File: src/rtl/fetch_pkg.sv
// Shared types and helpers for the IF-stage halfword realignment queue.
package fetch_pkg;

    typedef logic [15:0] halfword_t;

    localparam int FETCH_DEPTH = 4;
    localparam int CAP         = 2 * FETCH_DEPTH;

    // Any encoding whose two low bits are not 2'b11 is a 16-bit compressed instruction.
    function automatic logic is_rvc(input halfword_t h);
        return h[1:0] != 2'b11;
    endfunction

endpackage

File: src/rtl/fetch_align_buffer_hw_queue.sv
// Circular halfword FIFO: accepts 0/1/2 halfwords and releases 0/1/2 halfwords per cycle.
module hw_queue
    import fetch_pkg::*;
#(
    parameter int CAP_HW = CAP
) (
    input  logic                      clk,
    input  logic                      flush,
    input  logic [1:0]                push_n,
    input  halfword_t                 push_hw0,
    input  halfword_t                 push_hw1,
    input  logic [1:0]                pop_n,
    output halfword_t                 h0,
    output halfword_t                 h1,
    output logic [$clog2(CAP_HW):0]   count
);

    localparam int PTR_W = $clog2(CAP_HW);
    localparam int CNT_W = PTR_W + 1;

    halfword_t          mem_r [CAP_HW];
    logic [PTR_W-1:0]   wr_ptr_r;
    logic [PTR_W-1:0]   rd_ptr_r;
    logic [CNT_W-1:0]   count_r;

    // Pointers wrap naturally because CAP_HW is a power of two.
    always_ff @(posedge clk) begin
        if (flush) begin
            wr_ptr_r <= '0;
            rd_ptr_r <= '0;
            count_r  <= '0;
        end else begin
            wr_ptr_r <= wr_ptr_r + PTR_W'(push_n);
            rd_ptr_r <= rd_ptr_r + PTR_W'(pop_n);
            count_r  <= count_r + CNT_W'(push_n) - CNT_W'(pop_n);
        end
    end

    // Halfword storage; contents need no reset since count gates visibility.
    always_ff @(posedge clk) begin
        if (!flush && push_n != 2'd0) begin
            mem_r[wr_ptr_r] <= push_hw0;
        end
        if (!flush && push_n == 2'd2) begin
            mem_r[wr_ptr_r + PTR_W'(1)] <= push_hw1;
        end
    end

    assign h0    = mem_r[rd_ptr_r];
    assign h1    = mem_r[rd_ptr_r + PTR_W'(1)];
    assign count = count_r;

endmodule

File: src/rtl/fetch_align_buffer.sv
// IF-stage realignment buffer: fetches aligned words and presents whole 16/32-bit
// instructions with their PC, so ID never stitches halves across fetch words.
module fetch_align_buffer
    import fetch_pkg::*;
#(
    parameter int          DEPTH    = FETCH_DEPTH,
    parameter logic [31:0] RESET_PC = 32'h0000_0000
) (
    input  logic        clk,
    input  logic        reset,
    output logic        imem_req,
    output logic [31:0] imem_addr,
    input  logic        imem_rvalid,
    input  logic [31:0] imem_rdata,
    input  logic        redirect,
    input  logic [31:0] redirect_pc,
    output logic        inst_valid,
    input  logic        inst_ready,
    output logic [31:0] inst_o,
    output logic [31:0] pc_o,
    output logic        is_compressed
);

    localparam int CAP_HW = 2 * DEPTH;
    localparam int CNT_W  = $clog2(CAP_HW) + 1;

    logic [31:0]      fetch_pc_r;
    logic [31:0]      head_pc_r;
    logic             kill_r;
    logic             drop_lo_r;
    logic             inflight_r;

    logic             flush_s;
    logic             push_en_s;
    logic [1:0]       push_n_s;
    halfword_t        push_hw0_s;
    halfword_t        push_hw1_s;
    logic [1:0]       pop_n_s;
    halfword_t        h0_s;
    halfword_t        h1_s;
    logic [CNT_W-1:0] count_s;
    logic [CNT_W:0]   occupancy_s;
    logic             req_s;
    logic             rvc_s;
    logic             valid_s;
    logic             xfer_s;
    logic             unused_pc_bit_s;

    assign unused_pc_bit_s = redirect_pc[0];

    hw_queue #(
        .CAP_HW (CAP_HW)
    ) u_queue (
        .clk      (clk),
        .flush    (flush_s),
        .push_n   (push_n_s),
        .push_hw0 (push_hw0_s),
        .push_hw1 (push_hw1_s),
        .pop_n    (pop_n_s),
        .h0       (h0_s),
        .h1       (h1_s),
        .count    (count_s)
    );

    // Request throttling, push selection and head-instruction decode.
    always_comb begin
        flush_s     = reset | redirect;
        // An outstanding request reserves room for the two halfwords it will return.
        occupancy_s = {1'b0, count_s} + {{(CNT_W-1){1'b0}}, inflight_r, 1'b0};
        req_s       = !flush_s && (occupancy_s <= (CNT_W+1)'(CAP_HW - 2));
        push_en_s   = imem_rvalid & ~kill_r & ~flush_s;
        push_hw0_s  = imem_rdata[15:0];
        push_hw1_s  = imem_rdata[31:16];
        push_n_s    = 2'd0;
        if (push_en_s && drop_lo_r) begin
            push_n_s   = 2'd1;
            push_hw0_s = imem_rdata[31:16];
        end else if (push_en_s) begin
            push_n_s   = 2'd2;
        end else begin
            push_n_s   = 2'd0;
        end
        rvc_s   = is_rvc(h0_s);
        valid_s = !flush_s && (rvc_s ? (count_s >= CNT_W'(1)) : (count_s >= CNT_W'(2)));
        xfer_s  = valid_s & inst_ready;
        pop_n_s = xfer_s ? (rvc_s ? 2'd1 : 2'd2) : 2'd0;
    end

    // Fetch/head PC tracking and redirect bookkeeping.
    always_ff @(posedge clk) begin
        if (reset) begin
            fetch_pc_r <= RESET_PC;
            head_pc_r  <= RESET_PC;
            kill_r     <= 1'b0;
            drop_lo_r  <= 1'b0;
            inflight_r <= 1'b0;
        end else if (redirect) begin
            fetch_pc_r <= {redirect_pc[31:2], 2'b00};
            head_pc_r  <= {redirect_pc[31:1], 1'b0};
            drop_lo_r  <= redirect_pc[1];
            // A response landing in the redirect cycle is already discarded by the flush.
            kill_r     <= inflight_r & ~imem_rvalid;
            inflight_r <= 1'b0;
        end else begin
            if (req_s) begin
                fetch_pc_r <= fetch_pc_r + 32'd4;
            end
            if (xfer_s) begin
                head_pc_r <= head_pc_r + (rvc_s ? 32'd2 : 32'd4);
            end
            if (imem_rvalid) begin
                kill_r    <= 1'b0;
                drop_lo_r <= drop_lo_r & kill_r;
            end
            inflight_r <= req_s;
        end
    end

    assign imem_req      = req_s;
    assign imem_addr     = fetch_pc_r;
    assign inst_valid    = valid_s;
    assign inst_o        = rvc_s ? {16'h0000, h0_s} : {h1_s, h0_s};
    assign pc_o          = head_pc_r;
    assign is_compressed = rvc_s;

endmodule

File: config.mk
export PLATFORM = sky130hd
export DESIGN_NAME = fetch_align_buffer
export DESIGN_NICKNAME = d
export VERILOG_FILES = /design/src/rtl/fetch_pkg.sv /design/src/rtl/fetch_align_buffer_hw_queue.sv /design/src/rtl/fetch_align_buffer.sv
export SDC_FILE = /design/constraint.sdc
export NUM_CORES = 1
export LEC_CHECK = 0
export CAP_MARGIN = 10
export CORE_ASPECT_RATIO = 1.4
export CORE_MARGIN = 4
export CORE_UTILIZATION = 50
export CTS_BUF_LIST = sky130_fd_sc_hd__clkbuf_4 sky130_fd_sc_hd__clkbuf_8
export CTS_CLUSTER_DIAMETER = 100
export CTS_CLUSTER_SIZE = 28
export DETAILED_ROUTE_END_ITERATION = 12
export PLACE_DENSITY = 0.74
export RECOVER_POWER = 25
export SYNTH_ARGS = -nofsm -noshare
export SYNTH_HDL_FRONTEND = slang
export SYNTH_HIERARCHICAL = 1
export SYNTH_SLANG_ARGS = --single-unit
File: constraint.sdc
create_clock -name clk -period 5.9 [get_ports clk]
set_input_delay 0.885 -clock clk [delete_from_list [all_inputs] [get_ports clk]]
set_output_delay 0.885 -clock clk [all_outputs]
set_load 0.02 [all_outputs]
# After elaboration in Yosys (flattened, before gate mapping)
# Memory sizes are Yosys's and may differ from the RTL's. A register that Yosys moved wholly into a read port is not among the register bits.
# Cells that the tools add are included.
[word_totals]
reg_bits = 77
mem_bits_rw = 128
input_bits = 69
output_inout_bits = 99
elab_cells = 66
n_memories = 1
[memory_table]
columns = ["name", "words", "word_bits", "read_ports", "rd_clocked_by_memory_dff", "write_ports", "line_no", "rtl"]
rows = [
  ["u_queue.mem_r", 8, 16, 2, 1, 2, "fetch_align_buffer_hw_queue.sv:21", "halfword_t mem_r [CAP_HW];"],
]
[classes]
addsub = 9
order_cmp = 3
eq_ne = 2
n_mux = 21
bitwise_logic = 9
reduce_logical = 11
[ops]
columns = ["cell", "count"]
rows = [
  ["$mux W32", 5],
  ["$add A32 B3 Y32", 1],
  ["$add A32 B3 Y32 const B", 1],
  ["$mux W16", 1],
  ["$mux W1", 9],
  ["$mux W2", 4],
  ["$reduce_bool A2 Y1", 4],
  ["$add A3 B1 Y3 const B", 2],
  ["$add A3 B2 Y3", 2],
  ["$mux W3", 2],
  ["$add A4 B2 Y5", 1],
  ["$and A1 B1 Y1", 5],
  ["$le A5 B3 Y1 const B", 1],
  ["$logic_and A1 B1 Y1", 5],
  ["$add A4 B2 Y4", 1],
  ["$ge A4 B1 Y1 const B", 1],
  ["$ge A4 B2 Y1 const B", 1],
  ["$sub A4 B2 Y4", 1],
  ["$not A1 Y1", 3],
  ["$eq A2 B2 Y1 const B", 1],
  ["$ne A2 B2 Y1 const B", 1],
  ["$reduce_or A2 Y1", 1],
  ["$logic_not A1 Y1", 1],
  ["$or A1 B1 Y1", 1],
]

# Logic depth before layout (Yosys ltp)
[logic_depth]
ltp_word = 9
depth_mapped = 14
ltp_nobuf = 11

# Hierarchy
# The synthesis kept the hierarchy.
[modules_own_cells]
columns = ["mod", "n_inst", "cells_each", "area_each_um2", "seq_area_each_um2"]
rows = [
  ["hw_queue", 1, 459, 8013.9, 4043.9],
  ["fetch_align_buffer", 1, 547, 4100.2, 1281.2],
]

# Least setup slack after synthesis
# OpenSTA, ideal clock, no wires.
[synth_path]
path_kind = "register -> register"
from = "register u_queue/rd_ptr_r[0] (netlist name)"
to = "register u_queue.count_r[3], in the netlist u_queue/count[3]"
setup_ns = 0.074
arrival_time_ns = 4.183
t_required_ns = 5.826
path_slack_ns = 1.643
stages_incl_launch_ff = 15
path_buffers = 3
synth_period_minus_slack_ns = 4.257
cell_sequence = "dfxtp_1 -> buf_2 -> buf_2 -> mux4_2 -> mux2_2 -> a21boi_0 -> o211ai_1 -> clkbuf_1 -> nor2_1 -> fa_1 -> inv_1 -> ha_1 -> a21o_1 -> a2111o_1 -> o21ai_0"
[synth_lines]
columns = ["element", "line_no", "rtl"]
rows = [
  ["end signal: assignment", "fetch_align_buffer_hw_queue.sv:35", "count_r <= count_r + CNT_W'(push_n) - CNT_W'(pop_n);"],
  ["end: declaration", "fetch_align_buffer_hw_queue.sv:24", "logic [CNT_W-1:0] count_r;"],
]

==> flow_summary.ini <==
[status]
failed_checks = capacitance limit, slew limit
status = finished with violations

[timing]
clock_skew_ps = 43.96
fin_crit_sh_pct = 81.83
hold_viol = 0
report.final.slew_viol_count = 47
layout_min_cycle_time_ps = 4828
timing.hold.ws_ps = 545.5
worst_slack_ps = 1072
setup_viol = 0
worstMarginPinSlew_ps = 2079
slew_headroom_pct = -38.60
finalSetupTns_ps = 0
rsz0062_at_grt = false
max_freq_mhz = 207.1

[global_routing]
met1_usage_pct = 31.34
antenna_found_initial = 1
grt_pass1_vias = 9187
grt_busiest_layer = met2
grt_pass1_wl_mm = 53.39
met2_usage_pct = 45.92
gr-usage-met3_pct = 3.238
grt_max_degree = 47
grt-ovfl-total = 0
grt_usage_pct = 25.75

[routing]
detail-route-antenna-nets = 0
wl_per_cell_um = 24.00
drt_iter0_drc = 693
drt-vias-per-instance = 6.231
first_pass_iters = 6
drc_errors = 0
drt_wl_total_mm = 35.10
vias = 9110

[pwr]
ir_worst_vdd_mv = 0.1475
power.density_mw_per_mm2 = 185.3
p_total_mw = 2.649
leakagePower_nw = 4.854

[logic_synthesis]
synth-simple-area-share_pct = 12.06
yosys.area_share.adder_pct = 2.004
avgSynthCellArea_sq_um = 12.04
ys_ff_latch = 202
netlist-cell-type-count = 69
yosysSeqAreaShare_pct = 43.96
syn_inst = 1006
synthArstFlopShare_pct = 0
synth_area_sq_mm = 0.01211
synth_xor_area_share_pct = 3.470
synth.area.mux_share_pct = 27.10
yosys_most_used_dff = edfxtp_1
synth_top_family_by_area = multiplexers
synth-edff-count = 128
synth_compound_area_share_pct = 7.664
ys_warn_count = 6

[placed_design]
post-dp-hpwl_mm = 24.32
dp_slack_ps = 1195
gp_congestion = 0.8981
port_buffers = 163

[setup_path]
cp-startpoint = u_queue/rd_ptr_r[0]
required_ps = 5020
critPathArrivalTime_ps = 3940
crit_type = reg2out
endpoint_kind = output port
rrSetupSlack_ps = 1210
r2r-start = u_queue/rd_ptr_r[0]
worstRegToRegCells = 12
crit_fanout = 42
cp-start-kind = flop

[run]
maxCapViolCount = 1

[clock_network]
clkSinkCount = 202
post_cts_resized = 0
insertion_delay_ps = 520
cts-root-buf = clkbuf_8
clk_transition_reported_paths_ps = 170
ctsHtreeMaxLevel = 1
cts_buffer_depth = 3
cts_tree = done
cts_setup_buffers = 0
ctsHoldBuffers = 0
numCtsBuffers = 11

[worst_hold_path]
hold_start = kill_r
hold_path.class = reg2reg
hold_depth = 2

[floorplanning]
dieArea_sq_mm = 0.02682
die_w_um = 139.6
die_y_um = 192.2
core_region_area_sq_mm = 0.02389
ios = 168
row_count = 67
initial_core_util_pct = 50.70

[finish]
antenna_cells = 0
fin_nets = 1234
fillers = 2010
syn2layout_area_growth_pct = 17.97
multi_input_area_sq_mm = 0.006382
seq_area_sq_mm = 0.005329
drive_gt1_share_pct = 25.52
utilization_pct = 59.82
## final cells by class
class	instances	share of cell area, %
Inverter	42	1.103
Sequential cell	202	37.29
Clock inverter	1	0.2101
Tap cell	310	2.714
Timing Repair Buffer	189	12.70
Multi-Input combinational cell	702	44.66
Clock buffer	16	1.322
## cells by family (layout without fill, tap and decap cells)
logic type / after synthesis / count (layout)
buffers and inverters: 104 / 248
AO/OA/AOI/OAI: 135 / 135
adder cells (fa/ha/maj): 17 / 17
flip-flops: 202 / 202
AND/OR/NAND/NOR: 271 / 271
multiplexers: 228 / 228
XOR/XNOR: 48 / 48
other: 1 / 3
## power breakdown
part,leakage [nW],total [mW],switching (mW),internal (mW)
combinational,2.98,0.398,0.207,0.191
clock,0.114,0.670,0.451,0.218
sequential,1.76,1.58,0.0452,1.54
total,4.85,2.65,0.703,1.95
## flip-flops by register name, summed over array words and instances (netlist names)
name / count
u_queue/mem_r: 128
pc_o: 31
imem_addr: 30
u_queue/count: 4
u_queue/rd_ptr_r: 3
u_queue/wr_ptr_r: 3
drop_lo_r: 1
inflight_r: 1
kill_r: 1
## cell usage after synthesis, types with 5 or more instances
library cell  count  area share, %
nand2_1          89            2.8
edfxtp_1        128             32
inv_1            40            1.2
buf_2            13           0.54
nor2_1           23           0.71
clkbuf_1         32           0.99
mux2_2          160             15
a211oi_1          7           0.43
a21boi_0         30            1.9
nor4_1           14           0.72
and4_1            8           0.58
xor2_1           11           0.80
dfxtp_1          74             12
a31oi_1           9           0.46
nor2b_1           7           0.36
mux4_2           64             12
o31a_1            7           0.51
xnor2_1          37            2.7
and3_1           23            1.2
o22ai_1           7           0.36
or4_1             5           0.31
buf_4             5           0.31
ha_1             13            1.3
nand4_1           9           0.46
o21ai_0          12           0.50
and2_1            6           0.31
nor3_1           26            1.1
nand3_1          28            1.2
o211ai_1          5           0.31
or3_1             7           0.36
a21oi_1          26            1.1
buf_1             8           0.25
o21bai_1          8           0.50
## worst paths after layout
kind / to
max: inst_valid
min: kill_r
max reg2reg: u_queue/count[3]
min reg2reg: kill_r
## critical path, cell delays in order (launching register included)
cell and delay, ps:
dfxtp_4 820, mux4_2 590, mux2_2 530, a21boi_0 540
nor2_1 100, nor2_1 170, clkdlybuf4s50_1 640
## cells in the final DEF, fill, tap and decap left out, types with 6 or more instances in the layout
cell type	count
mux2_2	160
xnor2_1	37
nor4_1	14
mux4_2	64
nand4_1	9
and2_1	6
a21boi_0	30
nor3_1	27
clkbuf_8	11
nor2_1	23
nand3_1	28
dlygate4sd3_1	62
a211oi_1	7
nand2_1	89
ha_1	12
o22ai_1	7
a31oi_1	9
buf_4	23
nor2b_1	7
o31a_1	7
clkdlybuf4s50_1	101
edfxtp_1	128
and4_1	8
dfxtp_1	73
or3_1	7
o21ai_0	8
a21oi_1	26
xor2_1	10
and3_1	23
inv_1	40
## stage by stage
| step | cell area (sq um) | cells |
|---|---|---|
| after global routing | 14290 | 1462 |
| final | 14290 | 1462 |
| after global placement | 14090 | 1445 |
| after floorplan | 12120 | 1008 |
| after CTS | 14310 | 1462 |
| after detailed placement | 14090 | 1445 |
## routing by layer
layer | vias to the layer above | wire length [um] | part of all wire (%)
met1 | 4490 | 12780 | 36
li1 | 4118 | - | -
met2 | 418 | 17880 | 51
met4 | 0 | 1729 | 4.9
met3 | 84 | 2707 | 7.7
met5 | - | 0 | 0
Note: power is estimated with default switching activity, not from simulation.
